### src/rtl/tex_texel_gather_if.sv
// rtl/tex_texel_gather_if.sv - header, memory response and sampler output bundle for tex_texel_gather
interface tex_texel_gather_if #(
    parameter int NUM_LANES   = 4,
    parameter int REQ_INFOW   = 1,
    parameter int BLEND_FRAC  = 8,
    parameter int FORMAT_BITS = 3
);
    logic                              hdr_valid;
    logic [FORMAT_BITS-1:0]            hdr_format;
    logic [NUM_LANES*2*BLEND_FRAC-1:0] hdr_blends;
    logic [NUM_LANES-1:0]              hdr_mask;
    logic                              hdr_point;
    logic [REQ_INFOW-1:0]              hdr_info;
    logic                              hdr_ready;

    logic                              mem_rsp_valid;
    logic [NUM_LANES*32-1:0]           mem_rsp_data;
    logic                              mem_rsp_ready;

    logic                              out_valid;
    logic [FORMAT_BITS-1:0]            out_format;
    logic [NUM_LANES*2*BLEND_FRAC-1:0] out_blends;
    logic [NUM_LANES*4*32-1:0]         out_data;
    logic [REQ_INFOW-1:0]              out_info;
    logic                              out_ready;

    modport master (
        output hdr_valid, hdr_format, hdr_blends, hdr_mask, hdr_point, hdr_info,
        input  hdr_ready,
        output mem_rsp_valid, mem_rsp_data,
        input  mem_rsp_ready,
        input  out_valid, out_format, out_blends, out_data, out_info,
        output out_ready
    );

    modport slave (
        input  hdr_valid, hdr_format, hdr_blends, hdr_mask, hdr_point, hdr_info,
        output hdr_ready,
        input  mem_rsp_valid, mem_rsp_data,
        output mem_rsp_ready,
        output out_valid, out_format, out_blends, out_data, out_info,
        input  out_ready
    );
endinterface

### src/rtl/tex_texel_gather.sv
// rtl/tex_texel_gather.sv - bilinear texel gather stage; TEX_GATHER_POINT_EN enables single-beat point requests
module tex_texel_gather #(
    parameter int NUM_LANES   = 4,
    parameter int REQ_INFOW   = 1,
    parameter int BLEND_FRAC  = 8,
    parameter int FORMAT_BITS = 3
) (
    input  logic              clk,
    input  logic              reset,
    tex_texel_gather_if.slave bus
);
    typedef enum logic [1:0] {IDLE, GATHER, FULL} state_t;

    state_t                    state_q, state_d;
    logic [1:0]                cnt_q;
    logic [NUM_LANES-1:0]      mask_q;
    logic [FORMAT_BITS-1:0]    format_q;
    logic [NUM_LANES*2*BLEND_FRAC-1:0] blends_q;
    logic [REQ_INFOW-1:0]      info_q;
    logic [NUM_LANES*4*32-1:0] data_q;
    logic                      hdr_ready_c, mem_ready_c, out_valid_c;
    logic                      hdr_fire, beat_fire, last_beat, point_q;

    assign hdr_fire  = bus.hdr_valid && hdr_ready_c;
    assign beat_fire = bus.mem_rsp_valid && mem_ready_c;

`ifdef TEX_GATHER_POINT_EN
    assign last_beat = point_q || (cnt_q == 2'd3);
`else
    logic unused_point;
    assign unused_point = bus.hdr_point;
    assign last_beat    = (cnt_q == 2'd3);
`endif

    always_ff @(posedge clk or posedge reset) begin
        if (reset) state_q <= IDLE;
        else       state_q <= state_d;
    end

    always_comb begin
        state_d = state_q;
        case (state_q)
            IDLE:    if (bus.hdr_valid) state_d = GATHER;
            GATHER:  if (beat_fire && last_beat) state_d = FULL;
            FULL:    if (bus.out_ready) state_d = bus.hdr_valid ? GATHER : IDLE;
            default: state_d = IDLE;
        endcase
    end

    always_comb begin
        hdr_ready_c = 1'b0;
        mem_ready_c = 1'b0;
        out_valid_c = 1'b0;
        case (state_q)
            IDLE:    hdr_ready_c = 1'b1;
            GATHER:  mem_ready_c = 1'b1;
            FULL: begin
                out_valid_c = 1'b1;
                hdr_ready_c = bus.out_ready;
            end
            default: ;
        endcase
    end

    // Header fields go straight to the output registers: a new header can only
    // land while the previous quad is being released, so out_* stay stable.
    always_ff @(posedge clk or posedge reset) begin
        if (reset) begin
            cnt_q    <= 2'd0;
            mask_q   <= '0;
            point_q  <= 1'b0;
            format_q <= '0;
            blends_q <= '0;
            info_q   <= '0;
            data_q   <= '0;
        end else begin
            if (hdr_fire) begin
                cnt_q    <= 2'd0;
                mask_q   <= bus.hdr_mask;
`ifdef TEX_GATHER_POINT_EN
                point_q  <= bus.hdr_point;
`else
                point_q  <= 1'b0;
`endif
                format_q <= bus.hdr_format;
                blends_q <= bus.hdr_blends;
                info_q   <= bus.hdr_info;
            end
            if (beat_fire) begin
                cnt_q <= last_beat ? 2'd0 : cnt_q + 2'd1;
                for (int i = 0; i < NUM_LANES; i++) begin
                    for (int j = 0; j < 4; j++) begin
                        if (point_q || (2'(j) == cnt_q))
                            data_q[(i*4+j)*32 +: 32] <= bus.mem_rsp_data[i*32 +: 32] & {32{mask_q[i]}};
                    end
                end
            end
        end
    end

    assign bus.hdr_ready     = hdr_ready_c;
    assign bus.mem_rsp_ready = mem_ready_c;
    assign bus.out_valid     = out_valid_c;
    assign bus.out_format    = format_q;
    assign bus.out_blends    = blends_q;
    assign bus.out_info      = info_q;
    assign bus.out_data      = data_q;
endmodule

### src/flat_wrapper.sv
// flat-port wrapper written by rule: the top's interface ports become plain ports
module tex_texel_gather_flat 
#(
    parameter int NUM_LANES   = 4,
    parameter int REQ_INFOW   = 1,
    parameter int BLEND_FRAC  = 8,
    parameter int FORMAT_BITS = 3
)
  (clk, reset, bus_hdr_valid, bus_hdr_format, bus_hdr_blends, bus_hdr_mask, bus_hdr_point, bus_hdr_info, bus_hdr_ready, bus_mem_rsp_valid, bus_mem_rsp_data, bus_mem_rsp_ready, bus_out_valid, bus_out_format, bus_out_blends, bus_out_data, bus_out_info, bus_out_ready);
  tex_texel_gather_if #(.NUM_LANES(NUM_LANES), .REQ_INFOW(REQ_INFOW), .BLEND_FRAC(BLEND_FRAC), .FORMAT_BITS(FORMAT_BITS)) bus_i ();
  input  logic clk;
  input  logic reset;
  input wire logic [$bits(bus_i.hdr_valid)-1:0] bus_hdr_valid;
  input wire logic [$bits(bus_i.hdr_format)-1:0] bus_hdr_format;
  input wire logic [$bits(bus_i.hdr_blends)-1:0] bus_hdr_blends;
  input wire logic [$bits(bus_i.hdr_mask)-1:0] bus_hdr_mask;
  input wire logic [$bits(bus_i.hdr_point)-1:0] bus_hdr_point;
  input wire logic [$bits(bus_i.hdr_info)-1:0] bus_hdr_info;
  output wire logic [$bits(bus_i.hdr_ready)-1:0] bus_hdr_ready;
  input wire logic [$bits(bus_i.mem_rsp_valid)-1:0] bus_mem_rsp_valid;
  input wire logic [$bits(bus_i.mem_rsp_data)-1:0] bus_mem_rsp_data;
  output wire logic [$bits(bus_i.mem_rsp_ready)-1:0] bus_mem_rsp_ready;
  output wire logic [$bits(bus_i.out_valid)-1:0] bus_out_valid;
  output wire logic [$bits(bus_i.out_format)-1:0] bus_out_format;
  output wire logic [$bits(bus_i.out_blends)-1:0] bus_out_blends;
  output wire logic [$bits(bus_i.out_data)-1:0] bus_out_data;
  output wire logic [$bits(bus_i.out_info)-1:0] bus_out_info;
  input wire logic [$bits(bus_i.out_ready)-1:0] bus_out_ready;
  assign bus_i.hdr_valid = bus_hdr_valid;
  assign bus_i.hdr_format = bus_hdr_format;
  assign bus_i.hdr_blends = bus_hdr_blends;
  assign bus_i.hdr_mask = bus_hdr_mask;
  assign bus_i.hdr_point = bus_hdr_point;
  assign bus_i.hdr_info = bus_hdr_info;
  assign bus_hdr_ready = bus_i.hdr_ready;
  assign bus_i.mem_rsp_valid = bus_mem_rsp_valid;
  assign bus_i.mem_rsp_data = bus_mem_rsp_data;
  assign bus_mem_rsp_ready = bus_i.mem_rsp_ready;
  assign bus_out_valid = bus_i.out_valid;
  assign bus_out_format = bus_i.out_format;
  assign bus_out_blends = bus_i.out_blends;
  assign bus_out_data = bus_i.out_data;
  assign bus_out_info = bus_i.out_info;
  assign bus_i.out_ready = bus_out_ready;
  tex_texel_gather #(.NUM_LANES(NUM_LANES), .REQ_INFOW(REQ_INFOW), .BLEND_FRAC(BLEND_FRAC), .FORMAT_BITS(FORMAT_BITS)) u_core (.clk(clk), .reset(reset), .bus(bus_i));
endmodule
### config.mk
export PLATFORM = sky130hd
export DESIGN_NAME = tex_texel_gather_flat
export DESIGN_NICKNAME = d
export VERILOG_FILES = /design/src/rtl/tex_texel_gather_if.sv /design/src/rtl/tex_texel_gather.sv /design/src/flat_wrapper.sv
export SDC_FILE = /design/constraint.sdc
export NUM_CORES = 1
export LEC_CHECK = 0
export CORE_AREA = 2 2 305 307
export CTS_CLUSTER_SIZE = 24
export DETAILED_ROUTE_END_ITERATION = 7
export DIE_AREA = 0 0 307 309
export GPL_TIMING_DRIVEN = 0
export HOLD_SLACK_MARGIN = 0.06
export PLACE_DENSITY = 0.56
export SLEW_MARGIN = 20
export SYNTH_ARGS = -nofsm -noshare
export SYNTH_HDL_FRONTEND = slang
export SYNTH_SLANG_ARGS = --single-unit
### constraint.sdc
create_clock -name clk -period 28.5 [get_ports clk]
set_input_delay 5.7 -clock clk [delete_from_list [all_inputs] [get_ports clk]]
set_output_delay 5.7 -clock clk [all_outputs]
set_load 0.02 [all_outputs]
==> flow_metrics.py <==
metrics = {
    "routing": {
        "ant_nets": 0,
        "dr_wl_met3_mm": 6.88,
        "route.vias.total": 18100,
        "highest_layer": "met5",
        "dr_wl_met2_mm": 46.4,
        "wirelength_met1_mm": 38.8,
        "wirelength_mm": 94.9,
        "drc": 0,
        "wl_per_cell_um": 23.2,
        "viasPerCell": 4.43,
        "dr.first_iter.drc_count": 1139,
        "firstDrtPassIters": 5,
    },
    "sta": {
        "hold_violations": 0,
        "setup_ws_ps": 15670,
        "finalSetupViolations": 0,
        "tns_ps": 0,
        "worst_slew_pin_slew_ps": 1060,
        "min_period_ps": 12830,
        "period_share": 0.450,
        "rsz0062_at_grt": "no",
        "max_slew_margin": 0.291,
        "drv_slew": 0,
        "fmax_mhz": 77.9,
        "skew_ps": 23.7,
    },
    "finish": {
        "area_delta_synth_final_pct": 55.3,
        "multi_input_area_um2": 5950,
        "final_nets": 3049,
        "ff_latch_area_um2": 14700,
        "layout_commonest_cell": "clkdlybuf4s50_1",
        "fillers": 9303,
        "mostFrequentLayoutCells": "clkdlybuf4s50_1 (787), nand2_1 (642), dfrtp_1 (588), o21ai_0 (508), clkbuf_1 (92)",
        "drive_above_1_share": 0.0826,
    },
    "clock_network": {
        "post_cts_resized": 0,
        "cts_hold_buf": 0,
        "postCtsSetupBuffers": 0,
        "cts_tree": "yes",
        "cts_buffers": 69,
        "cts.sinks": 588,
        "cts_htree_levels": 3,
        "clk_latency_ps": 630,
        "cts.path.max_buffers": 3,
        "clk_pin_slew_ps": 60,
        "cts-root-buf": "clkbuf_16",
    },
    "logic_synthesis": {
        "synth_compound_area_frac": 0.121,
        "synthSimpleGateAreaFrac": 0.117,
        "synthMuxAreaShare": 0.0380,
        "syn_avg_cell_area_um2": 10.8,
        "yosysWarnings": 0,
        "syn-cell-area_um2": 21400,
        "ys_seq_elements": 588,
        "synth_fa_ha_area_frac": 0.00234,
        "syn-instance-count": 1974,
        "synth.distinct_cells": 24,
        "synth_top_family_by_area": "compound AO/OA/AOI/OAI gates",
        "syn_nets": 2184,
        "synthXorXnorAreaFrac": 0,
        "synth.yosys.seq_area_share": 0.689,
    },
    "critical_path": {
        "critPathRequiredTime_ps": 22800,
        "crit_fanout": 2,
        "crit_slowest_cell": "clkdlybuf4s50_1",
        "reg2reg_slack_ps": 25700,
        "arrival_ps": 7130,
        "start_kind": "input pin",
        "reg2reg_depth": 5,
        "crit-reg2reg-launch": "u_core.cnt_q[0]",
        "reg2reg_to": "u_core.bus.out_data[239]",
        "path_class": "input pin to output port",
        "cp-end-kind": "output port",
        "critical-path-max-stage-delay_ps": 700,
        "cpMostUsedCell": "clkdlybuf4s50_1",
        "path_cells": "clkdlybuf4s50_1, nor2b_2, nor2_1, clkdlybuf4s50_1",
    },
    "die": {
        "die_w_um": 307,
        "fp.dieH_um": 309,
        "die-area_um2": 94900,
        "initial_core_util": 0.234,
        "rows": 111,
        "core_um2": 91400,
        "io_pins": 789,
    },
    "pwr": {
        "finalPower_mw": 4.18,
        "p_leak_nw": 14.3,
        "pwr_density_cell_nw_per_um2": 126,
        "ir_drop_uv": 61.5,
    },
    "grt": {
        "grt_pass1_wl_mm": 135,
        "grt_use_total": 0.195,
        "grt_max_degree": 101,
        "antenna_found_initial": 10,
        "grt_overflow_total": 0,
        "grt_pass1_vias": 18300,
    },
    "flow_run": {
        "max_cap_viol_count": 0,
    },
    "min_path": {
        "hp-start": "u_core.bus.out_data[11]",
        "hold_depth": 2,
        "min_to": "u_core.bus.out_data[11]",
        "hold_class": "flip-flop to flip-flop",
    },
    "place": {
        "placement.setup.worst_slack_ps": 15650,
        "hpwlAfterDp_mm": 71.1,
        "portBuffers": 787,
        "place_congestion": 0.834,
    },
    "outcome": {
        "status": "finished, final reports clean",
    },
}
[synth_stat cells]
| cell type | number | area share |
|---|---|---|
| mux2_1 | 9 | 0.0047 |
| dfrtp_1 | 588 | 0.69 |
| o21ai_0 | 508 | 0.12 |
| nor2b_1 | 1 | 0.00029 |
| nand4b_1 | 3 | 0.0012 |
| nor3b_2 | 1 | 0.00059 |
| clkbuf_2 | 1 | 0.00023 |
| and3b_1 | 1 | 0.00041 |
| a21o_1 | 1 | 0.00035 |
| buf_4 | 3 | 0.0011 |
| clkbuf_1 | 74 | 0.013 |
| nand2b_1 | 1 | 0.00029 |
| nand2_1 | 642 | 0.11 |
| ha_1 | 4 | 0.0023 |
| nor2b_2 | 1 | 0.00041 |
| o21ai_1 | 5 | 0.0012 |
| nand4b_2 | 1 | 0.00070 |
| o31ai_1 | 2 | 0.00070 |
| inv_1 | 4 | 0.00070 |
| mux2_2 | 63 | 0.033 |
| buf_2 | 43 | 0.010 |
| buf_6 | 12 | 0.0063 |
| buf_1 | 4 | 0.00070 |
| nor2_1 | 2 | 0.00035 |
[per-layer routing]
layer  up-vias  global-route usage
met2       624               0.329
li1       8278                   -
met4         4              0.0630
met5         -                   0
met3       147              0.0525
met1      9048               0.243
[flip-flops by register name (all words and copies together), names as in the netlist]
register,count
u_core.bus.out_format,3
u_core.mask_q,4
u_core.state_q,2
u_core.bus.out_blends,64
u_core.cnt_q,2
u_core.bus.out_data,512
u_core.bus.out_info,1
[per-stage QoR]
| stage | cells | util | hold WS, ps | instance area [um^2] |
|---|---|---|---|---|
| floorplan | 1974 | - | 554 | 21400 |
| global placement | 3947 | 0.336 | 460 | 30700 |
| detailed placement | 3953 | 0.338 | 469 | 30900 |
| CTS | 4077 | 0.362 | 481 | 33100 |
| global route | 4079 | 0.363 | 500 | 33100 |
| finish | 4083 | 0.363 | 475 | 33100 |
[worst max path at each step]
stage                        from                  endpoint  slack [ps]  depth (start not counted)
finish              bus_out_ready             bus_hdr_ready       15670                          4
global route        bus_out_ready             bus_hdr_ready       15610                          4
CTS                 bus_out_ready             bus_hdr_ready       15630                          4
detailed placement  bus_out_ready             bus_hdr_ready       15650                          4
global placement            reset  u_core.bus.out_blends[9]       -1880                          2
floorplan                   reset  u_core.bus.out_blends[0]        6350                          1
[cell families after synthesis]
kind of cell | Yosys count
buffers and inverters | 141
DFF | 588
and+or+nand+nor | 653
AOI/OAI and AO/OA | 516
muxes | 72
adders and majority gates | 4
[where the power goes]
part           switching, mW  internal [mW]  total, mW
Sequential             0.195           1.18       1.38
Clock                  0.368          0.520      0.888
Combinational           1.13          0.783       1.91
Total                   1.70           2.49       4.18
[critical path, delay by kind of cell]
| kind | cells | cell delay (ps) |
|---|---|---|
| buffers and inverters | 2 | 1190 |
| and+or+nand+nor | 2 | 250 |
[cell type report]
class,count,area share
antenna,5,0.000377
buffer,137,0.0203
clock buffer,106,0.0624
clock inverter,18,0.00513
inverter,4,0.000679
multi-input combinational,1245,0.180
sequential,588,0.444
tap,1186,0.0448
timing repair buffer,794,0.243
Power figures use the tool's default switching activity.
